## src/rtl/lcd_spi_target.sv

```systemverilog
// lcd_spi_target: oversampling SPI target for the LCD command bus.
// Decodes mode-0 frames into 9-bit (D/C + byte) or 8-bit words, queues them
// in a small FIFO with registered outputs, and shifts read-back data on MISO.
module lcd_spi_target #(
    parameter int unsigned DC_BIT     = 1,
    parameter int unsigned FIFO_DEPTH = 4
) (
    input  logic       clk_clk,
    input  logic       reset_reset_n,
    input  logic       spi_sclk,
    input  logic       spi_ss_n,
    input  logic       spi_mosi,
    output logic       spi_miso,
    output logic       spi_miso_oe,
    output logic       rx_valid,
    input  logic       rx_ready,
    output logic       rx_dc,
    output logic [7:0] rx_data,
    input  logic [7:0] tx_data,
    input  logic       tx_valid,
    output logic       tx_ready,
    output logic       busy,
    output logic       overflow,
    input  logic       ovf_clear,
    output logic       frame_abort
);

    localparam int unsigned W     = 8 + DC_BIT;
    localparam int unsigned CNT_W = 4;
    localparam int unsigned PTR_W = $clog2(FIFO_DEPTH);
    localparam int unsigned LVL_W = PTR_W + 1;

    typedef enum logic {IDLE = 1'b0, SHIFT = 1'b1} state_t;

    // synchronizers, history registers and registered edge strobes
    logic       sclk_s1, sclk_s2, sclk_d;
    logic       ss_s1, ss_s2, ss_d;
    logic       mosi_s1, mosi_s2, mosi_d;
    logic       sclk_rise_q, sclk_fall_q, ss_fall_q, ss_rise_q;
    logic [1:0] sync_fill;
    logic       armed;

    // frame decoder state
    state_t           state, state_n;
    logic [CNT_W-1:0] bit_cnt, bit_cnt_n;
    logic [W-1:0]     rx_sh, rx_sh_n;
    logic [W-1:0]     tx_sh, tx_sh_n;
    logic [W-1:0]     tx_load;
    logic             push_q, push_n;
    logic [8:0]       push_word, push_word_n;
    logic             tx_ready_n, abort_n, miso_n;

    // FIFO
    logic [8:0]       mem [FIFO_DEPTH];
    logic [PTR_W-1:0] rd_ptr, wr_ptr, rd_n, wr_n;
    logic [LVL_W-1:0] level, level_n;
    logic             pop, full, wr_en, ovf_set;
    logic [8:0]       head_n;

    // Pin synchronization; a fall is only trusted once SS_n has been seen high
    always_ff @(posedge clk_clk or negedge reset_reset_n) begin
        if (!reset_reset_n) begin
            sclk_s1     <= 1'b0;
            sclk_s2     <= 1'b0;
            sclk_d      <= 1'b0;
            ss_s1       <= 1'b1;
            ss_s2       <= 1'b1;
            ss_d        <= 1'b1;
            mosi_s1     <= 1'b0;
            mosi_s2     <= 1'b0;
            mosi_d      <= 1'b0;
            sclk_rise_q <= 1'b0;
            sclk_fall_q <= 1'b0;
            ss_fall_q   <= 1'b0;
            ss_rise_q   <= 1'b0;
            sync_fill   <= 2'b00;
            armed       <= 1'b0;
        end else begin
            sclk_s1     <= spi_sclk;
            sclk_s2     <= sclk_s1;
            sclk_d      <= sclk_s2;
            ss_s1       <= spi_ss_n;
            ss_s2       <= ss_s1;
            ss_d        <= ss_s2;
            mosi_s1     <= spi_mosi;
            mosi_s2     <= mosi_s1;
            mosi_d      <= mosi_s2;
            sclk_rise_q <= sclk_s2 & ~sclk_d;
            sclk_fall_q <= ~sclk_s2 & sclk_d;
            ss_fall_q   <= armed & ss_d & ~ss_s2;
            ss_rise_q   <= ss_s2 & ~ss_d;
            sync_fill   <= {sync_fill[0], 1'b1};
            armed       <= armed | (sync_fill[1] & ss_s2);
        end
    end

    // Decoder registers
    always_ff @(posedge clk_clk or negedge reset_reset_n) begin
        if (!reset_reset_n) begin
            state       <= IDLE;
            bit_cnt     <= '0;
            rx_sh       <= '0;
            tx_sh       <= '0;
            push_q      <= 1'b0;
            push_word   <= '0;
            tx_ready    <= 1'b0;
            frame_abort <= 1'b0;
            spi_miso    <= 1'b0;
            busy        <= 1'b0;
        end else begin
            state       <= state_n;
            bit_cnt     <= bit_cnt_n;
            rx_sh       <= rx_sh_n;
            tx_sh       <= tx_sh_n;
            push_q      <= push_n;
            push_word   <= push_word_n;
            tx_ready    <= tx_ready_n;
            frame_abort <= abort_n;
            spi_miso    <= miso_n;
            busy        <= ~ss_s1;
        end
    end

    assign spi_miso_oe = busy;
    assign tx_load     = W'(tx_valid ? tx_data : 8'h00);

    // Next-state: frame tracking, word assembly and read-back shifting
    always_comb begin
        state_n     = state;
        bit_cnt_n   = bit_cnt;
        rx_sh_n     = rx_sh;
        tx_sh_n     = tx_sh;
        push_n      = 1'b0;
        push_word_n = push_word;
        tx_ready_n  = 1'b0;
        abort_n     = 1'b0;
        case (state)
            IDLE: begin
                if (ss_fall_q) begin
                    state_n    = SHIFT;
                    bit_cnt_n  = '0;
                    tx_sh_n    = tx_load;
                    tx_ready_n = tx_valid;
                end
            end
            SHIFT: begin
                if (ss_rise_q) begin
                    state_n   = IDLE;
                    bit_cnt_n = '0;
                    tx_sh_n   = '0;
                    abort_n   = (bit_cnt != '0);
                end else if (sclk_rise_q) begin
                    rx_sh_n = {rx_sh[W-2:0], mosi_d};
                    if (bit_cnt == CNT_W'(W - 1)) begin
                        bit_cnt_n        = '0;
                        push_n           = 1'b1;
                        push_word_n[7:0] = rx_sh_n[7:0];
                        push_word_n[8]   = (DC_BIT != 0) ? rx_sh_n[W-1] : 1'b0;
                        tx_sh_n          = tx_load;
                        tx_ready_n       = tx_valid;
                    end else begin
                        bit_cnt_n = bit_cnt + CNT_W'(1);
                    end
                end else if (sclk_fall_q && (bit_cnt != '0)) begin
                    // the fall right after a word boundary keeps the freshly loaded MSB
                    tx_sh_n = {tx_sh[W-2:0], 1'b0};
                end
            end
            default: state_n = IDLE;
        endcase
        miso_n = ~ss_s1 & tx_sh_n[W-1];
    end

    // FIFO control; a pop frees a full slot for a same-cycle push
    always_comb begin
        pop     = rx_valid & rx_ready;
        full    = (level == LVL_W'(FIFO_DEPTH));
        wr_en   = push_q & (~full | pop);
        ovf_set = push_q & full & ~pop;
        level_n = level + LVL_W'(wr_en) - LVL_W'(pop);
        rd_n    = rd_ptr + PTR_W'(pop);
        wr_n    = wr_ptr + PTR_W'(wr_en);
        head_n  = (wr_en && (wr_ptr == rd_n)) ? push_word : mem[rd_n];
    end

    // FIFO pointers, registered head and sticky overflow
    always_ff @(posedge clk_clk or negedge reset_reset_n) begin
        if (!reset_reset_n) begin
            rd_ptr   <= '0;
            wr_ptr   <= '0;
            level    <= '0;
            rx_valid <= 1'b0;
            rx_dc    <= 1'b0;
            rx_data  <= 8'h00;
            overflow <= 1'b0;
        end else begin
            rd_ptr   <= rd_n;
            wr_ptr   <= wr_n;
            level    <= level_n;
            rx_valid <= (level_n != '0);
            if (level_n != '0) begin
                rx_dc   <= head_n[8];
                rx_data <= head_n[7:0];
            end
            overflow <= ovf_set | (overflow & ~ovf_clear);
        end
    end

    // FIFO storage
    always_ff @(posedge clk_clk) begin
        if (wr_en) begin
            mem[wr_ptr] <= push_word;
        end
    end

endmodule

```

## config.mk

```make
export PLATFORM = sky130hd
export DESIGN_NAME = lcd_spi_target
export DESIGN_NICKNAME = d
export VERILOG_FILES = /design/src/rtl/lcd_spi_target.sv
export SDC_FILE = /design/constraint.sdc
export NUM_CORES = 1
export LEC_CHECK = 0
export CORE_MARGIN = 4
export CORE_UTILIZATION = 55
export CTS_CLUSTER_SIZE = 20
export DETAILED_ROUTE_END_ITERATION = 16
export PLACE_DENSITY = 0.78
export SETUP_SLACK_MARGIN = 0.05
export SLEW_MARGIN = 20
export SYNTH_ARGS = -nofsm -noshare
export SYNTH_HDL_FRONTEND = slang
export SYNTH_SLANG_ARGS = --single-unit
```

## constraint.sdc

```tcl
create_clock -name clk_clk -period 5.1 [get_ports clk_clk]
set_clock_uncertainty 0.05 [all_clocks]
set_input_delay 0.765 -clock clk_clk [delete_from_list [all_inputs] [get_ports clk_clk]]
set_output_delay 0.765 -clock clk_clk [all_outputs]
set_load 0.05 [all_outputs]
```

==> metrics <==
crit path cell chain clkdlybuf4s50_1 > a211oi_1 > a21bo_2 > ha_1 > inv_1 > ha_1 > fa_1 > xnor3_1 > nor3_4 > nor3_2 > a221o_1; worst hold path class register to register; Crit path largest cell delay 0.48 ns; Synth Area in Compound Gates 9.08%; worst-path fanout max 12; Comb power frac 29.8%; Seq pwr share 48.7%; Synth cell types 51; Initial Util 56.7%; Final min period 3.43 ns; Die Span X 94.7 um; syn_area_per_cell 16.7 um2; Synth area leaders dfrtp_1 (41%), edfxtp_1 (26%), mux4_2 (4.9%); R2R depth 9; first-pass iteration count of the detailed router 4; Mapped Nets 270; Worst-path clk slew 0.10 ns; total track usage 16.0%; largest family of logic cells by synthesized area multiplexers; Worst Hold Depth 0; register area 2840 um2; MaxCap Viol Count 0; clk buf depth 2; CTS-repair resized insts 0; kind of critical path primary input to register; Max VDD drop 0.211 mV; core region area 7290 um2; post-synthesis sequential area ratio 68.6%; Syn Std Cell Area 4140 um2; RSZ-0062 raised after global routing false; post-synthesis simple-gate area fraction 6.93%; cell taking the most area after synthesis dfrtp_1; HPWL Detailed 4470 um; reg2reg start rx_valid; fin. max-slew vios 0; Worst setup EP type register; area occupied by multi-input gates 1230 um2; status finished, final reports clean; final hold violations 0; Routed WL 6330 um; mux share of post-synthesis cell area 9.53%; vias in the first global route 2258; xor/xnor share of the synthesized area 1.91%; largest net degree at the start of global routing 42; number of synthesized register bits 106; fin util 64.8%; filler cell count 548; TritonCTS clock tree done; worst path bufs/invs 2; Top Family by Delay on Critical Path adder cells; Synth Flop Type dfrtp_1; most common cell after layout, fill and taps aside dfrtp_1; Crit path top cell by count ha_1; final setup vio count 0; area share of fa/ha/maj cells after synthesis 2.30%; switching part of the total 32.0%; asr flop ratio synth 66.0%; Slew @ Worst Pin 0.878 ns; pwr/cell area 453 nW/um2; ANT cells 0; flop-to-flop setup slack 2.08 ns; cts hold-fix bufs 0; Post-Layout Cell Count 390; most frequent cells in the layout dfrtp_1 (67), edfxtp_1 (36), clkdlybuf4s50_1 (30); total number of H-tree levels 3; Hold EP mosi_s2; clk sinks 106; Achievable Freq 291 MHz; Power Internal 0.00146 W; worst hold start mosi_s1; critical path arrival 3.62 ns; dpl cells 374; Final Wtd Congestion 0.773; # Post-CTS Setup Buffers 0; Vias/cell 5.45; clk_lat worst skew 0.35 ns; crit path max-delay cell type clkdlybuf4s50_1; Post-Synthesis Cells 247; 1st-iter DRT viols 83; P_sw 0.000685 W; DR WL/cell 16.2 um; Rel. slew slack 41.5%; DRC violations left 0; Clk network pwr share 21.5%; Setup TNS 0 ns; number of synthesized flops with an enable pin 36; Synth warnings 0; NumNets Final 309; area grow syn2layout 14.3%; IO Pins 32; PortBufs 31; Vias 2127; initial antenna violation count 0; Yosys top cell area share 40.5%; end of the worst register-to-register path rx_data[0]; layout cells sized above 1 16.8%; Required @ worst endpoint 5.29 ns; CTS Buf Count 9; final period utilization 67.3%; Die H 94.7 um; num rows 31; first-pass GRT wire length 11000 um; ANT nets after route 0; Startpoint Class primary input; die area 8970 um2; GRT Residual Overflow 0; Root Driver clkbuf_8; Static Leak 2.05 nW
-- power by group through the flow --
stage,logic (W),registers (W),clock network [W]
floorplan,0.000426,0.00113,0
global placement,0.000632,0.00106,0
detailed placement,0.000644,0.00106,0
CTS,0.000646,0.00105,0.000478
global route,0.000693,0.00106,0.000519
finish,0.000637,0.00104,0.000460
-- worst max path at each step --
stage                   from         end  slack (ns)  depth (start not counted)
CTS                 rx_ready  rx_data[3]        1.66                         11
global placement    rx_ready  rx_data[3]        1.38                         11
global route        rx_ready  rx_data[4]        1.50                         11
floorplan           rx_ready       rx_dc        2.07                         12
detailed placement  rx_ready  rx_data[0]        1.29                         11
finish              rx_ready  rx_data[0]        1.67                         11
-- registers in the layout, summed over array words and instances, names as in the netlist, 2 cells and up --
| signal | flops |
|---|---|
| bit_cnt | 4 |
| level | 3 |
| mem | 36 |
| push_word | 9 |
| rd_ptr | 2 |
| rx_data | 8 |
| rx_sh | 8 |
| sync_fill | 2 |
| tx_sh | 9 |
| wr_ptr | 2 |
-- final cells by class --
cell class	count	area share, %
clock buffer	9	2.62
clock inverter	7	1.14
inverter	9	0.715
multi-input combinational	127	26.1
sequential	106	60.0
tap	99	2.62
timing repair buffer	33	6.78
-- metal layers --
metal	wire (um)	track usage (%)	part of all wire, %
met5	0	0	0
met4	104	6.85	1.6
met3	315	3.98	5.0
met2	3090	26.5	49
met1	2830	20.1	45
-- through the flow --
stage          setup slack (ns)  hold WS, ns  instance area (um2)  power (W)
2_1_floorplan              2.07        0.281                 4140    0.00156
3_3_place_gp               1.38        0.284                 4550    0.00169
3_5_place_dp               1.29        0.285                 4550    0.00171
4_1_cts                    1.66        0.308                 4730    0.00217
5_1_grt                    1.50        0.316                 4730    0.00227
6_report                   1.67        0.306                 4730    0.00214
-- cells by family after synthesis --
logic type               count (synthesis)
AO/OA/AOI/OAI                           43
XOR/XNOR                                 5
adder cells (fa/ha/maj)                  7
buffers and inverters                   14
flip-flops                             106
multiplexers                            26
other                                    1
AND/OR/NAND/NOR                         45
-- synth_stat cells, types with 2 or more instances --
library cell,number
nand2_1,9
ha_1,6
mux2_1,9
dfstp_2,3
a22o_1,9
inv_1,8
mux2_2,8
mux4_2,9
and2_1,9
dfrtp_1,67
a21o_1,9
nor3b_1,2
nand3b_1,2
nand3_1,2
nor2_1,5
xnor3_1,2
and3_1,2
nor2b_1,5
clkbuf_1,2
a221o_1,9
edfxtp_1,36
o21ai_0,5
(Power assumes the default switching activity.)
